===== src/rtl/bias_ctrl.sv =====
// -----------------------------------------------------------------------------
// bias_ctrl
//
// Sequencer for the per-column bias adders on the systolic array output.
// A tile begins with an accepted start. Unless stored biases are reused, one
// bias word per column is loaded over a ready/valid stream. The controller then
// strobes each column's bias_valid on that column's first output row. On that
// row the adder takes the bypass path, and on later rows it uses its stored
// bias. Rows are counted per column. Tile completion is pulsed on done_o, and
// protocol violations raise a sticky err_o.
//
// Ports
//   clk_i          clock
//   rst_ni         asynchronous active-low reset
//   start_i        start a tile (only honoured in IDLE)
//   reuse_i        with start_i: skip LOAD if biases are already loaded
//   num_rows_i     rows per column for the tile, latched on accepted start
//   bias_wvalid_i  bias stream valid
//   bias_wready_o  bias stream ready (high only in LOAD)
//   bias_wdata_i   bias word; k-th accepted word goes to column k
//   col_valid_i    per-column data valid at the bias adder input
//   bias_o         packed biases, column c at [c*BIAS_W +: BIAS_W]
//   bias_valid_o   per-column bias load strobe (first row of each column)
//   busy_o         controller is not idle
//   done_o         one-cycle tile-complete pulse
//   err_o          sticky protocol error, cleared on accepted start
// -----------------------------------------------------------------------------
module bias_ctrl #(
  parameter int N_COLS = 8,
  parameter int BIAS_W = 32,
  parameter int ROWS_W = 16
) (
  input  logic                     clk_i,
  input  logic                     rst_ni,
  input  logic                     start_i,
  input  logic                     reuse_i,
  input  logic [ROWS_W-1:0]        num_rows_i,
  input  logic                     bias_wvalid_i,
  output logic                     bias_wready_o,
  input  logic [BIAS_W-1:0]        bias_wdata_i,
  input  logic [N_COLS-1:0]        col_valid_i,
  output logic [N_COLS*BIAS_W-1:0] bias_o,
  output logic [N_COLS-1:0]        bias_valid_o,
  output logic                     busy_o,
  output logic                     done_o,
  output logic                     err_o
);

  localparam int PTR_W = (N_COLS > 1) ? $clog2(N_COLS) : 1;
  localparam logic [PTR_W-1:0] LAST_PTR = PTR_W'(N_COLS - 1);

  typedef enum logic [1:0] {
    S_IDLE,
    S_LOAD,
    S_RUN,
    S_DONE
  } state_e;

  state_e r_state;
  state_e w_state_nxt;

  // Stored tile configuration and bias bank
  logic [BIAS_W-1:0] r_bias [N_COLS];
  logic              r_loaded;
  logic [PTR_W-1:0]  r_wr_ptr;
  logic [ROWS_W-1:0] r_num_rows;
  logic [ROWS_W-1:0] r_row_cnt [N_COLS];
  logic              r_err;

  // Decoded control
  logic              w_run;
  logic              w_start_ok;
  logic              w_start_bad;
  logic              w_load_wr;
  logic [N_COLS-1:0] w_col_first;
  logic [N_COLS-1:0] w_col_inc;
  logic [N_COLS-1:0] w_col_over;
  logic [N_COLS-1:0] w_col_full;
  logic              w_all_full;
  logic              w_err_set;
  logic [N_COLS*BIAS_W-1:0] w_bias_flat;

  assign w_run = (r_state == S_RUN);

  // ---------------------------------------------------------------------------
  // Per-column row tracking.
  // A column is "full" when its counter already equals num_rows, or when it
  // reaches num_rows this cycle. Counting the in-flight increment lets the FSM
  // leave RUN right after the last row, so done_o lands exactly one cycle
  // after the final valid.
  // ---------------------------------------------------------------------------
  always_comb begin
    // NOTE: every combinational output gets a default before any conditional
    // assignment, so no path leaves it unassigned and no latch is inferred.
    w_col_first = '0;
    w_col_inc   = '0;
    w_col_over  = '0;
    w_col_full  = '0;
    for (int c = 0; c < N_COLS; c++) begin
      w_col_first[c] = w_run && col_valid_i[c] && (r_row_cnt[c] == '0);
      w_col_inc[c]   = w_run && col_valid_i[c] && (r_row_cnt[c] != r_num_rows);
      w_col_over[c]  = w_run && col_valid_i[c] && (r_row_cnt[c] == r_num_rows);
      w_col_full[c]  = (r_row_cnt[c] == r_num_rows) ||
                       (w_col_inc[c] && ((r_row_cnt[c] + ROWS_W'(1)) == r_num_rows));
    end
  end

  assign w_all_full = &w_col_full;

  // ---------------------------------------------------------------------------
  // FSM next-state logic
  // ---------------------------------------------------------------------------
  always_comb begin
    w_state_nxt = r_state;
    w_start_ok  = 1'b0;
    w_start_bad = 1'b0;
    w_load_wr   = 1'b0;
    case (r_state)
      S_IDLE: begin
        if (start_i) begin
          if (num_rows_i != '0) begin
            w_start_ok  = 1'b1;
            // Reuse is only meaningful once a full bias set has been loaded.
            w_state_nxt = (reuse_i && r_loaded) ? S_RUN : S_LOAD;
          end else begin
            w_start_bad = 1'b1;
          end
        end
      end
      S_LOAD: begin
        if (bias_wvalid_i) begin
          w_load_wr = 1'b1;
          if (r_wr_ptr == LAST_PTR) begin
            w_state_nxt = S_RUN;
          end
        end
      end
      S_RUN: begin
        if (w_all_full) begin
          w_state_nxt = S_DONE;
        end
      end
      S_DONE: begin
        w_state_nxt = S_IDLE;
      end
      default: begin
        w_state_nxt = S_IDLE;
      end
    endcase
  end

  // Any column activity outside RUN is a protocol error. This includes the
  // cycle of the final LOAD write, where the state is still LOAD.
  assign w_err_set = w_start_bad || (!w_run && (|col_valid_i)) || (|w_col_over);

  // ---------------------------------------------------------------------------
  // State register
  // ---------------------------------------------------------------------------
  always_ff @(posedge clk_i or negedge rst_ni) begin
    // NOTE: sequential state is written with non-blocking assignments, so every
    // register samples the pre-edge values regardless of block ordering.
    if (!rst_ni) begin
      r_state <= S_IDLE;
    end else begin
      r_state <= w_state_nxt;
    end
  end

  // ---------------------------------------------------------------------------
  // Bias bank and write pointer
  // ---------------------------------------------------------------------------
  always_ff @(posedge clk_i or negedge rst_ni) begin
    if (!rst_ni) begin
      // NOTE: the bias bank is deliberately reset. After reset bias_o must read
      // zero, and a reuse request must not expose stale biases.
      for (int c = 0; c < N_COLS; c++) begin
        r_bias[c] <= '0;
      end
      r_loaded <= 1'b0;
      r_wr_ptr <= '0;
    end else if (w_load_wr) begin
      r_bias[r_wr_ptr] <= bias_wdata_i;
      if (r_wr_ptr == LAST_PTR) begin
        r_wr_ptr <= '0;
        r_loaded <= 1'b1;
      end else begin
        r_wr_ptr <= r_wr_ptr + PTR_W'(1);
      end
    end
  end

  // ---------------------------------------------------------------------------
  // Row count configuration and per-column row counters
  // ---------------------------------------------------------------------------
  always_ff @(posedge clk_i or negedge rst_ni) begin
    if (!rst_ni) begin
      r_num_rows <= '0;
      for (int c = 0; c < N_COLS; c++) begin
        r_row_cnt[c] <= '0;
      end
    end else if (w_start_ok) begin
      r_num_rows <= num_rows_i;
      for (int c = 0; c < N_COLS; c++) begin
        r_row_cnt[c] <= '0;
      end
    end else begin
      // Counters saturate at num_rows; an overrun only raises err_o.
      for (int c = 0; c < N_COLS; c++) begin
        if (w_col_inc[c]) begin
          r_row_cnt[c] <= r_row_cnt[c] + ROWS_W'(1);
        end
      end
    end
  end

  // ---------------------------------------------------------------------------
  // Sticky error. A violation in the same cycle as an accepted start is still
  // reported, so set takes priority over clear.
  // ---------------------------------------------------------------------------
  always_ff @(posedge clk_i or negedge rst_ni) begin
    if (!rst_ni) begin
      r_err <= 1'b0;
    end else if (w_err_set) begin
      r_err <= 1'b1;
    end else if (w_start_ok) begin
      r_err <= 1'b0;
    end
  end

  // ---------------------------------------------------------------------------
  // Outputs
  // ---------------------------------------------------------------------------
  always_comb begin
    w_bias_flat = '0;
    for (int c = 0; c < N_COLS; c++) begin
      w_bias_flat[c*BIAS_W +: BIAS_W] = r_bias[c];
    end
  end

  assign bias_o        = w_bias_flat;
  assign bias_valid_o  = w_col_first;
  assign bias_wready_o = (r_state == S_LOAD);
  assign busy_o        = (r_state != S_IDLE);
  // DONE is a registered state, so done_o follows the final valid by one cycle.
  assign done_o        = (r_state == S_DONE);
  assign err_o         = r_err;

endmodule


===== config.mk =====
export PLATFORM = sky130hd
export DESIGN_NAME = bias_ctrl
export DESIGN_NICKNAME = d
export VERILOG_FILES = /design/src/rtl/bias_ctrl.sv
export SDC_FILE = /design/constraint.sdc
export NUM_CORES = 1
export LEC_CHECK = 0
export CAP_MARGIN = 0
export CORE_AREA = 4 4 204 206
export CTS_CLUSTER_DIAMETER = 50
export DETAILED_ROUTE_END_ITERATION = 6
export DIE_AREA = 0 0 208 210
export PLACE_DENSITY_LB_ADDON = 0.3
export SLEW_MARGIN = 20
export SYNTH_ARGS = -nofsm -noshare
export SYNTH_HDL_FRONTEND = slang
export SYNTH_SLANG_ARGS = --single-unit

===== constraint.sdc =====
create_clock -name clk_i -period 3.7 [get_ports clk_i]
set_input_delay 0.37 -clock clk_i [delete_from_list [all_inputs] [get_ports clk_i]]
set_output_delay 0.37 -clock clk_i [all_outputs]
set_load 0.02 [all_outputs]

==> results.yml, run 1 <==
placed_design:
  place_hpwl_um: 48500
  gp_congestion: 0.998
  port_buffers: 328
  place_ws_ns: 0.111
power:
  seq_power_share: 0.318
  p_per_area_nw_per_um2: 798
  swShare: 0.385
  pwr-share-comb: 0.450
  internal_power_mw: 13.5
  power_leakage_nw: 11.4
  clock_power_share: 0.231
  peakVddDrop_mv: 0.618
  p_sw_mw: 8.46
  fin_total_pwr_mw: 22.0
floorplan:
  fp.coreArea_sq_um: 39600
  die_w_um: 208
  initial_core_util: 0.547
  die_y_um: 210
  num_rows: 73
  dieArea_sq_um: 43700
  io_pins: 329
setup_path:
  critPathTopFamily: "compound AO/OA/AOI/OAI gates"
  crit_path_start_kind: "flip-flop"
  worstSetupStartpoint: "r_row_cnt[65]"
  r2r_setup_slack_ns: 0.11
  r2r-start: "r_row_cnt[65]"
  critical_path.endpoint: "r_state[1]"
  crit_buf_inv: 2
  crit_required_ns: 4.17
  cpPeakStageDelay_ns: 0.52
  endpoint_kind: "flip-flop"
  arrival_ns: 4.06
  ff2ff_path_depth: 11
  worst_path_max_delay_cell: "or4_1"
  worstSetupPathDepth: 11
  crit_chain: "inv_1 -> ha_1 -> xor2_1 -> a2111oi_0 -> nand3_1 -> or4_1 -> o41ai_1 -> buf_4 -> nand4_1 -> o31ai_2 -> mux2_1"
  path_class: "flip-flop to flip-flop"
  r2r_end: "r_state[1]"
  path_max_fanout: 8
logic_synthesis:
  synth_flop_cell: "dfrtp_1"
  synthMuxAreaShare: 0.149
  synth_seq_area_share: 0.469
  synth-xor-area-share: 0.112
  synth_seq_cells: 407
  postSynthCellCount: 2070
  synth_compound_area_frac: 0.0575
  syn_area_sq_um: 21700
  synth_top_family_by_area: "simple AND/OR/NAND/NOR gates"
  synthArstFlopShare: 1.00
  synthAdderAreaFrac: 0.0133
  synth_edf_count: 0
  ys_types: 67
  synth-simple-area-share: 0.162
  avgSynthCellArea_sq_um: 10.5
  yosys_warnings: 0
  syn-num-nets: 2154
drt:
  vias: 17583
  drtAntennaViolNets: 0
  first_pass_iters: 5
  first_iter_violations: 1383
  routed_wl_um: 68400
  routed_via_density: 5.98
  wl_per_cell_um: 23.3
  drc: 0
global_route:
  grt_overflow: 0
  grt_pass1_wl_um: 108000
  antenna_found_initial: 1
  grt_max_degree: 108
  grt_util_all_layers: 0.309
  grt_pass1_vias: 18316
cts:
  clkLatencyLatePin_ns: 0.60
  cts_buffers: 47
  cts_tree: "yes"
  clk_pin_slew_ns: 0.06
  clock_sinks: 407
  cts.path.max_buffers: 3
  htreeDepth: 2
  cts-root-buf: "clkbuf_16"
  cts_setup_buffers: 0
sta:
  max_slew_margin: 0.245
  final.setup_skew_ns: 0.0275
  setup_violations: 0
  period_minus_slack_ns: 3.59
  holdWs_ns: 0.369
  worstMarginPinSlew_ns: 1.13
  rsz0062_at_grt: "no"
  fmaxAchievable_ghz: 0.278
  period_share: 0.971
  final_hold_viol_count: 0
  drv_slew: 0
  fin_setup_tns_ns: 0
  fin_ws_ns: 0.109
finish:
  final_nets: 2463
  area_delta_synth_final_pct: 26.8
  drive_gt1_frac: 0.192
flow_run:
  max-cap-violations: 0
outcome:
  outcome: "complete, no violations"
worst_hold_path:
  min_path_type: "input pin to flip-flop"
  hold-path-cell-count: 3
how the worst min path moves through the flow:
stage	start	to	slack [ns]
final	num_rows_i[2]	r_num_rows[2]	0.37
after global routing	num_rows_i[11]	r_num_rows[11]	0.39
after CTS	num_rows_i[11]	r_num_rows[11]	0.34
after detailed placement	r_loaded	r_loaded	0.46
after global placement	r_loaded	r_loaded	0.47
after floorplan	rst_ni	bias_o[0]	0.07
logic make-up (layout without fill, tap and decap cells):
group                      count (synthesis)  in the layout
AOI/OAI and AO/OA                        199            199
xor gates and xnor gates                 277            277
adders and majority gates                 23             23
buffers and inverters                    203            546
DFF                                      407            407
muxes                                    289            289
other                                      0              1
and+or+nand+nor                          672            672
metal layers:
| layer | wire (um) | GRT usage | vias up | part of all wire |
|---|---|---|---|---|
| met5 | 0 | 0 | - | 0 |
| met3 | 6120 | 0.0912 | 155 | 0.089 |
| met1 | 26800 | 0.387 | 8819 | 0.39 |
| met2 | 32500 | 0.507 | 720 | 0.47 |
| met4 | 3030 | 0.125 | 0 | 0.044 |
| li1 | - | - | 7889 | - |
registers in the layout (all words and copies together) (netlist names):
name and flops:
bias_o 256, err_o 1, r_loaded 1, r_num_rows 16, r_row_cnt 128, r_state 2, r_wr_ptr 3
synthesized netlist by cell type (5+ instances only):
| library cell | instances | area share |
|---|---|---|
| nand3_1 | 73 | 0.017 |
| o21a_1 | 5 | 0.0017 |
| a31oi_1 | 5 | 0.0014 |
| mux2i_1 | 15 | 0.0069 |
| and2_1 | 7 | 0.0020 |
| or3_1 | 38 | 0.011 |
| dfrtp_1 | 407 | 0.47 |
| nor3b_1 | 7 | 0.0024 |
| nor3_1 | 59 | 0.014 |
| and4_1 | 11 | 0.0044 |
| nand3b_1 | 7 | 0.0024 |
| nand4b_1 | 8 | 0.0032 |
| o31ai_1 | 6 | 0.0021 |
| or2_2 | 6 | 0.0017 |
| buf_1 | 10 | 0.0017 |
| xnor2_1 | 177 | 0.071 |
| nand2_1 | 101 | 0.017 |
| nor4_1 | 52 | 0.015 |
| o21ai_0 | 62 | 0.014 |
| and3_1 | 15 | 0.0043 |
| ha_1 | 23 | 0.013 |
| buf_2 | 29 | 0.0067 |
| or4_1 | 11 | 0.0038 |
| o211ai_1 | 5 | 0.0017 |
| inv_1 | 52 | 0.0090 |
| nand2b_1 | 11 | 0.0032 |
| clkbuf_1 | 111 | 0.019 |
| nor2_1 | 169 | 0.029 |
| a21o_1 | 5 | 0.0017 |
| a21oi_1 | 60 | 0.014 |
| nor2b_1 | 9 | 0.0026 |
| o41ai_1 | 9 | 0.0036 |
| xor2_1 | 100 | 0.040 |
| nor4b_1 | 15 | 0.0061 |
| mux2_2 | 273 | 0.14 |
| nand4_1 | 62 | 0.018 |
layout make-up:
| cell class | count | area (sq um) |
|---|---|---|
| clock buffers | 64 | 1350 |
| repair buffers | 410 | 3960 |
| well taps | 525 | 657 |
| clock inverters | 19 | 349 |
| flip-flops and latches | 407 | 10200 |
| inverters | 53 | 199 |
| fillers | 2902 | 12100 |
| multi-input cells | 1460 | 10800 |
| diodes | 1 | 2.50 |
power by group through the flow:
| stage | Clock (mW) | Sequential [mW] | Combinational (mW) |
|---|---|---|---|
| CTS | 5.16 | 6.97 | 9.88 |
| finish | 5.08 | 6.99 | 9.89 |
| detailed placement | 0 | 7.00 | 9.78 |
| global placement | 0 | 6.91 | 9.67 |
| global route | 5.35 | 7.15 | 10.5 |
| floorplan | 0 | 7.99 | 4.18 |
layout by cell type (no fill, tap or decap), types with 52 or more instances in the layout:
| cell | instances |
|---|---|
| nand3_1 | 72 |
| nand4_1 | 62 |
| o21ai_0 | 62 |
| mux2_2 | 273 |
| xnor2_1 | 177 |
| nor3_1 | 54 |
| a21oi_1 | 60 |
| nand2_1 | 101 |
| nor2_1 | 169 |
| dfrtp_1 | 406 |
| clkdlybuf4s50_1 | 326 |
| buf_4 | 76 |
| inv_1 | 52 |
| xor2_1 | 100 |
| nor4_1 | 52 |
repair_timing:
action                     4_1_cts  5_1_grt
hold buffers                     1        0
resized for setup                1        8
setup endpoints to repair        1        4
pin swaps                        0        0
hold endpoints to repair        98        0
worst register-to-register path: stages (launching register included):
cell	delay, ns
dfrtp_2	0.44
inv_1	0.07
ha_1	0.31
xor2_1	0.17
a2111oi_0	0.41
nand3_1	0.14
or4_1	0.52
o41ai_1	0.39
buf_4	0.19
nand4_1	0.12
o31ai_2	0.34
mux2_1	0.37
through the flow:
stage / cell area (sq um) / utilization / instances
4_1_cts: 27500 / 0.693 / 2938
5_1_grt: 27500 / 0.694 / 2939
6_report: 27500 / 0.694 / 2939
2_1_floorplan: 21700 / - / 2070
3_3_place_gp: 25700 / 0.649 / 2854
3_5_place_dp: 25700 / 0.649 / 2854
Power figures use the tool's default switching activity.
==> run 2, diff against run 1 <==
Settings changed: CORE_AREA 4 4 204 206 to 2 2 202 204, DIE_AREA 0 0 208 210 to 0 0 204 206, PLACE_DENSITY set to 0.8, PLACE_DENSITY_LB_ADDON 0.3 to not set.
Clock period 3.7 ns to 3.5 ns, I/O delays scaled along.
==> run 2 against run 1 <==
  * Sequential power is 5.6% higher
  * Count of clock-buffer cells in the layout up 1
  * Die area is 3.8% lower
  * Routed wire length rose by 2.8%
  * Worst hold slack better by 0.022 ns
  * Sequential share of layout area shrank 0.52 points
  * Global-route usage is 2.8 points higher
  * Combinational power up 9%
  * Critical path depth is the same
  * Final cell count is 1.9% higher
  * Critical path type unchanged
  * Highest routed layer unchanged
==> results.yml, run 2 (synthesized netlist as in run 1, its figures left out) <==
sta:
  max_slew_margin: 0.295
  worstMarginPinSlew_ns: 1.06
  holdWs_ns: 0.391
  rsz0062_at_grt: "no"
  period_minus_slack_ns: 3.36
  final.setup_skew_ns: 0.0444
  fmaxAchievable_ghz: 0.298
  final_hold_viol_count: 0
  setup_violations: 0
  period_share: 0.959
  drv_slew: 0
  fin_setup_tns_ns: 0
floorplan:
  io_pins: 329
  fp.coreArea_sq_um: 40200
  die_y_um: 206
  num_rows: 74
  dieArea_sq_um: 42000
  initial_core_util: 0.540
  die_w_um: 204
power:
  p_per_area_nw_per_um2: 840
  fin_total_pwr_mw: 23.4
  power_leakage_nw: 11.7
  peakVddDrop_mv: 0.749
finish:
  largest_register_ffs: 256
  final_nets: 2505
  drive_gt1_frac: 0.210
  final_common_cell: "dfrtp_1"
  final_core_util: 0.694
  n_fill_cell: 2938
  seqCellArea_sq_um: 10200
  multi_input_area_sq_um: 10800
  final_cell_mix: "dfrtp_1, clkdlybuf4s50_1, mux2_2"
  fin_area_sq_um: 27900
  area_delta_synth_final_pct: 28.6
worst_hold_path:
  min_path_type: "input pin to asynchronous set/reset pin"
global_route:
  grt_util_all_layers: 0.337
  grt_pass1_wl_um: 109000
  grt_max_degree: 101
  grt_pass1_vias: 18453
  antenna_found_initial: 1
  grt_overflow: 0
drt:
  drc: 0
  routed_wl_um: 70300
  drtAntennaViolNets: 0
  first_iter_violations: 1181
  routed_via_density: 5.91
  wl_per_cell_um: 23.5
  first_pass_iters: 5
  vias: 17707
cts:
  clkLatencyLatePin_ns: 0.61
  cts_buffers: 48
  cts.path.max_buffers: 3
  cts-root-buf: "clkbuf_16"
  cts_tree: "yes"
  clk_pin_slew_ns: 0.05
  htreeDepth: 2
  clock_sinks: 407
setup_path:
  crit_path_start_kind: "flip-flop"
  arrival_ns: 3.83
  endpoint_kind: "flip-flop"
  cpPeakStageDelay_ns: 0.37
  crit_buf_inv: 1
  worst_path_max_delay_cell: "o31a_1"
  cpMostUsedCell: "nand4_1"
  critPathTopFamily: "compound AO/OA/AOI/OAI gates"
  path_class: "flip-flop to flip-flop"
  crit_chain: "buf_4 -> ha_1 -> nand4_1 -> o31a_1 -> or3b_1 -> a21oi_1 -> nor2_1 -> o41ai_1 -> nand4_1 -> o31ai_2 -> mux2_1"
  path_max_fanout: 7
  crit_required_ns: 3.97
placed_design:
  gp_congestion: 0.922
  place_hpwl_um: 48900
  place_area_sq_um: 26100
  port_buffers: 328
outcome:
  outcome: "complete, no violations"
flow_run:
  max-cap-violations: 0
[run 2: path summary, 6_finish.rpt]
| path | start | to | slack [ns] | depth (start not counted) |
|---|---|---|---|---|
| worst max-delay path | r_row_cnt[64] | r_state[1] | 0.14 | 11 |
| worst min-delay path | rst_ni | r_row_cnt[14] | 0.39 | 2 |
| worst max register to register | r_row_cnt[64] | r_state[1] | 0.14 | 11 |
| worst min register to register | bias_o[99] | bias_o[99] | 0.51 | 1 |
| max in group asynchronous | rst_ni | r_row_cnt[117] | 2.10 | 3 |
| min in group clk_i | num_rows_i[15] | r_num_rows[15] | 0.42 | 2 |
[run 2: per-layer routing]
metal	track usage	vias to the layer above	wire [um]
li1	-	7968	-
met1	0.416	8824	27800
met2	0.552	735	33000
met3	0.0965	180	6390
met4	0.150	0	3140
met5	0	-	0
[run 2: through the flow]
step | worst slack, ns | std cells
after global placement | 0.185 | 2902
after detailed placement | 0.119 | 2902
after CTS | 0.00936 | 2993
after global routing | 0.00835 | 2994
after floorplan | 0.298 | 2070
final | 0.142 | 2995
[run 2: timing repair]
| action | CTS | global route |
|---|---|---|
| endpoints found under the setup margin | 2 | 4 |
| setup buffers | 0 | 0 |
| hold buffers | 1 | 0 |
| resized for setup | 3 | 11 |
| endpoints found under the hold margin | 91 | 0 |
[run 2: power by group]
| group | internal [mW] | switching [mW] | total (mW) |
|---|---|---|---|
| clock network | 3.15 | 2.15 | 5.30 |
| registers | 6.13 | 1.24 | 7.38 |
| logic | 5.03 | 5.73 | 10.8 |
[run 2: layout make-up]
class	count	share of cell area
multi-input combinational	1460	0.387
sequential	407	0.365
timing repair buffer	451	0.155
clock buffer	65	0.0489
tap	532	0.0239
clock inverter	25	0.0123
inverter	53	0.00713
antenna	2	0.000179
[run 2: worst reg2reg max path, cell delays in order, from the launching register on]
cell	delay [ns]
dfrtp_1	0.36
buf_4	0.16
ha_1	0.31
nand4_1	0.24
o31a_1	0.37
or3b_1	0.35
a21oi_1	0.14
nor2_1	0.06
o41ai_1	0.37
nand4_1	0.19
o31ai_2	0.33
mux2_1	0.35
